**src/rtl/gte_mac_accum_if.sv**
```systemverilog
// Handshake/result bundle between the GTE multiply path, the MAC accumulator
// and the MACn/IRn/FLAG write-back logic.
interface gte_mac_accum_if #(
  parameter int PROD_W = 35
);
  logic                     i_valid;
  logic                     i_first;
  logic                     i_last;
  logic signed [PROD_W-1:0] i_product;
  logic                     i_useBias;
  logic signed [31:0]       i_bias;
  logic                     i_sf;
  logic                     i_lm;
  logic                     o_valid;
  logic [31:0]              o_mac;
  logic [15:0]              o_ir;
  logic                     o_ovfPos;
  logic                     o_ovfNeg;
  logic                     o_irSat;
  logic                     o_busy;

  modport slave (
    input  i_valid, i_first, i_last, i_product, i_useBias, i_bias, i_sf, i_lm,
    output o_valid, o_mac, o_ir, o_ovfPos, o_ovfNeg, o_irSat, o_busy
  );

  modport master (
    output i_valid, i_first, i_last, i_product, i_useBias, i_bias, i_sf, i_lm,
    input  o_valid, o_mac, o_ir, o_ovfPos, o_ovfNeg, o_irSat, o_busy
  );
endinterface

```
**src/rtl/gte_mac_accum.sv**
```systemverilog
// GTE MAC accumulator: sums up to three signed products plus an optional
// pre-shifted bias, then produces MAC/IR results with overflow/saturation flags.
//
// state | meaning
// IDLE  | waiting for a first term
// ACCUM | partial sum held, o_busy=1
// DONE  | one-cycle o_valid pulse; a new first term may start here
module gte_mac_accum #(
  parameter int PROD_W = 35,
  parameter int ACC_W  = 44,
  parameter int SHIFT  = 12
) (
  input  logic            i_clk,
  input  logic            i_rst,
  gte_mac_accum_if.slave  bus
);
  localparam int SUM_W = ACC_W + 2;

  typedef enum logic [1:0] {IDLE, ACCUM, DONE} state_t;

  state_t             state_q, state_d;
  logic [ACC_W-1:0]   acc_q, acc_d;
  logic               ovf_pos_q, ovf_pos_d;
  logic               ovf_neg_q, ovf_neg_d;
  logic [31:0]        mac_q, mac_d;
  logic [15:0]        ir_q, ir_d;
  logic               res_pos_q, res_pos_d;
  logic               res_neg_q, res_neg_d;
  logic               sat_q, sat_d;

  logic               take;
  logic               start;
  logic [SUM_W-1:0]   base;
  logic [SUM_W-1:0]   sum;
  logic               pos_now;
  logic               neg_now;
  logic               pos_new;
  logic               neg_new;
  logic [ACC_W-1:0]   acc_new;
  logic signed [31:0] mac_new;
  logic signed [31:0] ir_lo;
  logic [15:0]        ir_new;
  logic               sat_new;

  always_comb begin
    take    = 1'b0;
    start   = bus.i_valid & bus.i_first;
    base    = '0;
    sum     = '0;
    pos_now = 1'b0;
    neg_now = 1'b0;
    pos_new = 1'b0;
    neg_new = 1'b0;
    acc_new = '0;
    mac_new = '0;
    ir_lo   = '0;
    ir_new  = '0;
    sat_new = 1'b0;

    state_d   = state_q;
    acc_d     = acc_q;
    ovf_pos_d = ovf_pos_q;
    ovf_neg_d = ovf_neg_q;
    mac_d     = mac_q;
    ir_d      = ir_q;
    res_pos_d = res_pos_q;
    res_neg_d = res_neg_q;
    sat_d     = sat_q;

    case (state_q)
      ACCUM:   take = bus.i_valid;
      default: take = start;
    endcase

    if (start) begin
      if (bus.i_useBias)
        base = {{(SUM_W-32-SHIFT){bus.i_bias[31]}}, bus.i_bias, {SHIFT{1'b0}}};
    end else begin
      base = {{2{acc_q[ACC_W-1]}}, acc_q};
    end
    sum = base + {{(SUM_W-PROD_W){bus.i_product[PROD_W-1]}}, bus.i_product};

    // Top three bits disagreeing means the sum left the signed ACC_W range.
    pos_now = ~sum[SUM_W-1] & (sum[SUM_W-1:ACC_W-1] != 3'b000);
    neg_now =  sum[SUM_W-1] & (sum[SUM_W-1:ACC_W-1] != 3'b111);
    pos_new = (ovf_pos_q & ~start) | pos_now;
    neg_new = (ovf_neg_q & ~start) | neg_now;
    acc_new = sum[ACC_W-1:0];

    // Only bits [31:0] of the shifted value survive, so a plain slice suffices.
    mac_new = bus.i_sf ? acc_new[SHIFT+31:SHIFT] : acc_new[31:0];
    ir_lo   = bus.i_lm ? 32'sd0 : -32'sd32768;
    if (mac_new > 32'sd32767) begin
      ir_new  = 16'h7FFF;
      sat_new = 1'b1;
    end else if (mac_new < ir_lo) begin
      ir_new  = ir_lo[15:0];
      sat_new = 1'b1;
    end else begin
      ir_new  = mac_new[15:0];
    end

    if (take) begin
      acc_d     = acc_new;
      ovf_pos_d = pos_new;
      ovf_neg_d = neg_new;
      if (bus.i_last) begin
        state_d   = DONE;
        mac_d     = mac_new;
        ir_d      = ir_new;
        res_pos_d = pos_new;
        res_neg_d = neg_new;
        sat_d     = sat_new;
      end else begin
        state_d   = ACCUM;
      end
    end else if (state_q == DONE) begin
      state_d = IDLE;
    end
  end

  always_ff @(posedge i_clk) begin
    if (i_rst) begin
      state_q   <= IDLE;
      acc_q     <= '0;
      ovf_pos_q <= 1'b0;
      ovf_neg_q <= 1'b0;
      mac_q     <= '0;
      ir_q      <= '0;
      res_pos_q <= 1'b0;
      res_neg_q <= 1'b0;
      sat_q     <= 1'b0;
    end else begin
      state_q   <= state_d;
      acc_q     <= acc_d;
      ovf_pos_q <= ovf_pos_d;
      ovf_neg_q <= ovf_neg_d;
      mac_q     <= mac_d;
      ir_q      <= ir_d;
      res_pos_q <= res_pos_d;
      res_neg_q <= res_neg_d;
      sat_q     <= sat_d;
    end
  end

  assign bus.o_valid  = (state_q == DONE);
  assign bus.o_busy   = (state_q == ACCUM);
  assign bus.o_mac    = mac_q;
  assign bus.o_ir     = ir_q;
  assign bus.o_ovfPos = res_pos_q;
  assign bus.o_ovfNeg = res_neg_q;
  assign bus.o_irSat  = sat_q;
endmodule

```
**src/flat_wrapper.sv**
```systemverilog
// flat-port wrapper written by rule: the top's interface ports become plain ports
module gte_mac_accum_flat 
#(
  parameter int PROD_W = 35,
  parameter int ACC_W  = 44,
  parameter int SHIFT  = 12
)
  (i_clk, i_rst, bus_i_valid, bus_i_first, bus_i_last, bus_i_product, bus_i_useBias, bus_i_bias, bus_i_sf, bus_i_lm, bus_o_valid, bus_o_mac, bus_o_ir, bus_o_ovfPos, bus_o_ovfNeg, bus_o_irSat, bus_o_busy);
  gte_mac_accum_if #(.PROD_W(PROD_W)) bus_i ();
  input  logic i_clk;
  input  logic i_rst;
  input wire logic [$bits(bus_i.i_valid)-1:0] bus_i_valid;
  input wire logic [$bits(bus_i.i_first)-1:0] bus_i_first;
  input wire logic [$bits(bus_i.i_last)-1:0] bus_i_last;
  input wire logic [$bits(bus_i.i_product)-1:0] bus_i_product;
  input wire logic [$bits(bus_i.i_useBias)-1:0] bus_i_useBias;
  input wire logic [$bits(bus_i.i_bias)-1:0] bus_i_bias;
  input wire logic [$bits(bus_i.i_sf)-1:0] bus_i_sf;
  input wire logic [$bits(bus_i.i_lm)-1:0] bus_i_lm;
  output wire logic [$bits(bus_i.o_valid)-1:0] bus_o_valid;
  output wire logic [$bits(bus_i.o_mac)-1:0] bus_o_mac;
  output wire logic [$bits(bus_i.o_ir)-1:0] bus_o_ir;
  output wire logic [$bits(bus_i.o_ovfPos)-1:0] bus_o_ovfPos;
  output wire logic [$bits(bus_i.o_ovfNeg)-1:0] bus_o_ovfNeg;
  output wire logic [$bits(bus_i.o_irSat)-1:0] bus_o_irSat;
  output wire logic [$bits(bus_i.o_busy)-1:0] bus_o_busy;
  assign bus_i.i_valid = bus_i_valid;
  assign bus_i.i_first = bus_i_first;
  assign bus_i.i_last = bus_i_last;
  assign bus_i.i_product = bus_i_product;
  assign bus_i.i_useBias = bus_i_useBias;
  assign bus_i.i_bias = bus_i_bias;
  assign bus_i.i_sf = bus_i_sf;
  assign bus_i.i_lm = bus_i_lm;
  assign bus_o_valid = bus_i.o_valid;
  assign bus_o_mac = bus_i.o_mac;
  assign bus_o_ir = bus_i.o_ir;
  assign bus_o_ovfPos = bus_i.o_ovfPos;
  assign bus_o_ovfNeg = bus_i.o_ovfNeg;
  assign bus_o_irSat = bus_i.o_irSat;
  assign bus_o_busy = bus_i.o_busy;
  gte_mac_accum #(.PROD_W(PROD_W), .ACC_W(ACC_W), .SHIFT(SHIFT)) u_core (.i_clk(i_clk), .i_rst(i_rst), .bus(bus_i));
endmodule
```
**config.mk**
```make
export PLATFORM = sky130hd
export DESIGN_NAME = gte_mac_accum_flat
export DESIGN_NICKNAME = d
export VERILOG_FILES = /design/src/rtl/gte_mac_accum_if.sv /design/src/rtl/gte_mac_accum.sv /design/src/flat_wrapper.sv
export SDC_FILE = /design/constraint.sdc
export NUM_CORES = 1
export LEC_CHECK = 0
export CORE_ASPECT_RATIO = 1.25
export CORE_UTILIZATION = 59
export DETAILED_ROUTE_END_ITERATION = 8
export GPL_ROUTABILITY_DRIVEN = 0
export PLACE_DENSITY = 0.87
export REMOVE_ABC_BUFFERS = 1
export SYNTH_ARGS = -nofsm -noshare
export SYNTH_HDL_FRONTEND = slang
export SYNTH_SLANG_ARGS = --single-unit
```
**constraint.sdc**
```tcl
create_clock -name i_clk -period 13 [get_ports i_clk]
set_clock_uncertainty 0.15 [all_clocks]
set_input_delay 2.6 -clock i_clk [delete_from_list [all_inputs] [get_ports i_clk]]
set_output_delay 2.6 -clock i_clk [all_outputs]
set_load 0.02 [all_outputs]
```
[Word level (Yosys, flattened, before mapping)]
Cells that the tools add are included.
Cells by class
  $add $sub $neg: 1
  $mul: 0
  div/mod/pow operators: 0
  order comparisons: 2
  equality and inequality tests: 3
  shifts and indexed selects: 0
  multiplexer cells: 12
  bitwise operators: 9
  reductions and logical operators: 3
Operators by type and width (count)
  $mux W46: 2
  $mux W32: 2
  $add A46 B46 Y46: 1
  $gt A32 B16 Y1 const B: 1
  $lt A32 B32 Y1: 1
  $mux W16: 2
  $mux W2: 3
  $and A1 B1 Y1: 5
  $mux W1: 3
  $ne A3 B3 Y1 const B: 1
  $reduce_bool A3 Y1: 1
  $eq A2 B1 Y1 const B: 1
  $eq A2 B2 Y1 const B: 1
  $not A1 Y1: 2
  $or A1 B1 Y1: 2
  $reduce_and A2 Y1: 1
  $reduce_bool A2 Y1: 1
Word-level totals
  flip-flop bits (word level): 99
  latch bits: 0
  RAM bits: 0
  memory bits (read-only): 0
  bits of input ports: 75
  output and inout bits: 53
  logic and storage cells: 39
  memories: 0

[Depth between registers and ports, before layout]
  word-level depth: 7
  depth in mapped cells: 29

[Worst setup path before layout]
OpenSTA, ideal clock, no wires.
  path type: input -> register
  start: in bus_i_valid
  end: reg u_core.ir_q[10] (netlist: u_core.bus.o_ir[10])
  setup time: 0.134 ns
  arrival time: 7.145 ns
  setup slack: 5.570 ns
  stages on the path: 27
  buffers on the path: 4
  path through: nand2_1 > clkbuf_1 > clkbuf_1 > nand2_1 > o21ai_0 > ha_1 > clkbuf_1 > a21oi_1 > o21ai_0 > or2_2 > or3_1 > a31oi_1 > o21bai_1 > xnor2_1 > mux2i_1 > ha_1 > a21oi_1 > nor2b_1 > o21ai_0 > nand2b_1 > a211oi_1 > o21ai_0 > a21oi_1 > o21ai_0 > clkbuf_1 > nand2_1 > a211oi_2
Between the ends
  cells in the longest elaborated chain, start to end: 7
RTL lines
  from (decl): RTL line flat_wrapper.sv:12  | input wire logic [$bits(bus_i.i_valid)-1:0] bus_i_valid;
  $and A1 B1 Y1 (*): RTL line gte_mac_accum.sv:47  | start = bus.i_valid & bus.i_first;
  $mux W46 (*): RTL line gte_mac_accum.sv:75  | if (start) begin
  $add A46 B46 Y46 (*): RTL line gte_mac_accum.sv:81  | sum = base + {{(SUM_W-PROD_W){bus.i_product[PROD_W-1]}}, bus.i_product};
  $mux W32 (*): RTL line gte_mac_accum.sv:91  | mac_new = bus.i_sf ? acc_new[SHIFT+31:SHIFT] : acc_new[31:0];
  net u_core.mac_new[17]: RTL line gte_mac_accum.sv:40  | logic signed [31:0] mac_new;
  $lt A32 B32 Y1: RTL line gte_mac_accum.sv:96  | end else if (mac_new < ir_lo) begin
  $mux W16: RTL line gte_mac_accum.sv:96
  $mux W16 (*): RTL line gte_mac_accum.sv:93  | if (mac_new > 32'sd32767) begin
  to (signal assigned): RTL line gte_mac_accum.sv:139  | ir_q <= ir_d;
  to (decl): RTL line gte_mac_accum.sv:26  | logic [15:0] ir_q, ir_d;
Mark *: on every way through the listed nets, which the timed path passes. The rest lies on a longest branch.
A chain may end at the register's enable or synchronous reset.

[Worst setup path in the final report]
  start: in bus_i_valid
  end: reg u_core.ir_q[9] (netlist: u_core.bus.o_ir[9])
The elaborated chain is that of the path after synthesis.

==> run summary <==
Vias = 8256
Post-CTS setup buffer count = 0
Post-synthesis instance area = 7680 um2
TritonCTS clock tree = done
First-pass GRT wire length = 35980 um
RSZ-0062 raised after global routing = no
Minimum clock period = 8.613 ns
Worst Tran Pin Value = 1.072 ns
Syn Area/Cell = 6.969 um2
Setup slack after layout = 4.387 ns
Clock Tree Buf Depth = 2
Cell with the most instances after synthesis = nand2_1
Final #Nets = 1308
Register area share after synthesis = 0.2581
First drt pass iteration count = 8
Status = finished, final reports clean
Worst vdd ir = 70.52 uV
Hold Crit Class = reg2reg
Gr ovfl total = 0
Commonest cells in the netlist = 268 x nand2_1, 120 x a21oi_1, 104 x nor2_1
Area contributors post-synth = dfxtp_1 26%, nand2_1 13%, ha_1 9.8%
Area leader, netlist = dfxtp_1
Arr. time, crit path = 8.66 ns
# H-tree levels = 3
Number of flops mapped to enable cells by yosys = 0
Switching Share = 0.3827
DIE HEIGHT = 129.6 um
Clk pwr share = 0.277
Post-synthesis compound-gate area fraction = 0.2638
Leakage = 3.710 nW
Post-synthesis adder-cell area fraction = 0.1004
Synth Register Bits = 99
Setup crit end kind = register
Worst-Skew Late Latency = 0.36 ns
Die Wd = 104.0 um
Delay of the slowest critical-path stage = 0.65 ns
Pint = 0.6474 mW
CORE AREA = 12720 um2
Largest net degree at the start of global routing = 100
Num rows = 46
Post-DRT Antenna Nets = 0
Final period utilization = 0.6625
Critical path type = in2reg
Layout cell share with drive strength beyond 1 = 0.04673
Simple-gate area share of the yosys netlist = 0.2675
Synth Area in XOR/XNOR = 0.04676
Sequential Power Share = 0.321
Ys async rst share = 0
Top_reg_cell synth = dfxtp_1
Cts hold-fix bufs = 0
Vias in the first global route = 7630
Total power draw = 1.049 mW
Setup-failing EPs final = 0
Final Max Slew Viols = 0
Overall global routing resource usage = 0.3292
Area grow syn2layout = 20.36%
Post-DR vias/cell = 6.134
Post-synthesis mux area share = 0.01955
CP most frequent cell = o21ai_0
Drt total wl = 22660 um
Post-Synthesis Cells = 1102
Max_cap viols = 0
Critical path required time = 13.04 ns
Worst hold slack = 0.3037 ns
Bufs and invs on worst path = 3
Drt initial violations = 696
# IOs = 128
Yosys top cell area share = 0.2581
DRC errors left = 0
Slew headroom = 0.2811
Synth unique cells = 70
Routed WL per cell = 16.83 um
Total clock buffers created by CTS = 9
Total Die Area = 13480 um2
Clk root buf = clkbuf_16
Combinational share of power = 0.402
Initial antenna violation count = 0
Resized cells post-CTS = 0
Peak Freq = 116.1 MHz
CP Max Fanout = 81
Final Util = 0.7267
Dpl ws = 4.294 ns
Fill count = 1054
Final Hold Viols = 0
Clk sinks = 99
Initial Utilization = 0.6038
Yosys Warn Count = 0
Psw = 0.4015 mW
Slowest-stage cell, CP = a211oi_1
Setup TNS Final = 0 ns
Startpoint Class = input pin
Number of port buffers = 127
Dpl hpwl = 16270 um
Clock transition at the registers of the reported paths = 0.07 ns
Family with the most delay on the worst path = compound AO/OA/AOI/OAI gates
Largest family of logic cells by synthesized area = simple AND/OR/NAND/NOR gates
Pwr/cell area = 113.5 nW/um2
-- cell families after synthesis --
kind of cell    count (synthesis)
simple gates                  480
xor+xnor                       41
buf+inv                        84
fa+ha+maj                      61
mux                            14
compound gates                323
flops                          99
-- metrics by stage --
step	instance area, um2	cells
after global placement	8920	1329
final	9244	1346
after CTS	9241	1345
after floorplan	7368	1025
after global routing	9241	1345
after detailed placement	8920	1329
-- worst min-delay path: stages (launching register included) --
cell and delay, ns:
dfxtp_1 0.31, nand2_1 0.05, a21oi_1 0.05
-- power groups by stage --
| stage | sequential (mW) | combinational [mW] | clock [mW] |
|---|---|---|---|
| 2_1_floorplan | 0.354 | 0.259 | 0 |
| 3_3_place_gp | 0.343 | 0.401 | 0 |
| 3_5_place_dp | 0.344 | 0.408 | 0 |
| 4_1_cts | 0.337 | 0.412 | 0.289 |
| 5_1_grt | 0.340 | 0.457 | 0.305 |
| 6_report | 0.337 | 0.422 | 0.290 |
-- registers in the layout, indices dropped and copies added (netlist names) --
register,flops
u_core.acc_q,44
u_core.bus.o_ir,16
u_core.bus.o_irSat,1
u_core.bus.o_mac,32
u_core.bus.o_ovfNeg,1
u_core.bus.o_ovfPos,1
u_core.ovf_neg_q,1
u_core.ovf_pos_q,1
u_core.state_q,2
-- layer usage --
metal / track usage / up-vias / part of all wire
met5: 0 / - / 0
met4: 0.2092 / 0 / 0.056
met3: 0.06137 / 106 / 0.071
met2: 0.5894 / 383 / 0.49
met1: 0.3614 / 3751 / 0.38
li1: - / 4016 / -
-- worst paths after layout --
path	from	cells past startpoint	endpoint	slack [ns]
max	bus_i_valid	26	u_core.bus.o_ir[9]	4.39
min	u_core.acc_q[7]	2	u_core.acc_q[7]	0.30
max reg2reg	u_core.acc_q[9]	23	u_core.bus.o_ir[9]	7.52
min reg2reg	u_core.acc_q[7]	2	u_core.acc_q[7]	0.30
-- layout make-up --
class | instances | area, um2 | share of cell area
multi-input combinational | 919 | 5368 | 0.5807
inverter | 7 | 26.28 | 0.002842
antenna | 1 | 2.502 | 0.0002707
clock inverter | 6 | 82.58 | 0.008933
sequential | 99 | 1982 | 0.2144
tap | 168 | 210.2 | 0.02274
timing repair buffer | 136 | 1334 | 0.1443
clock buffer | 10 | 239.0 | 0.02585
-- cell usage in the layout, fill, tap and decap left out, drive strengths merged, types with 4 or more instances in the layout --
cell type / instances
o21bai: 5
mux2: 8
clkbuf: 10
o211ai: 7
and2: 20
nand2: 269
nor3: 23
a21boi: 4
clkdlybuf4s50: 126
xnor2: 24
nand4: 22
nor2b: 8
buf: 10
inv: 8
nand3: 8
xor2: 17
nor4: 4
o21ai: 74
a21o: 24
ha: 60
a211oi: 30
o31ai: 5
mux2i: 6
or2: 4
dfxtp: 99
o21a: 11
nor2: 104
a31oi: 9
a21oi: 121
and3: 7
Note: power is estimated with default switching activity, not from simulation.
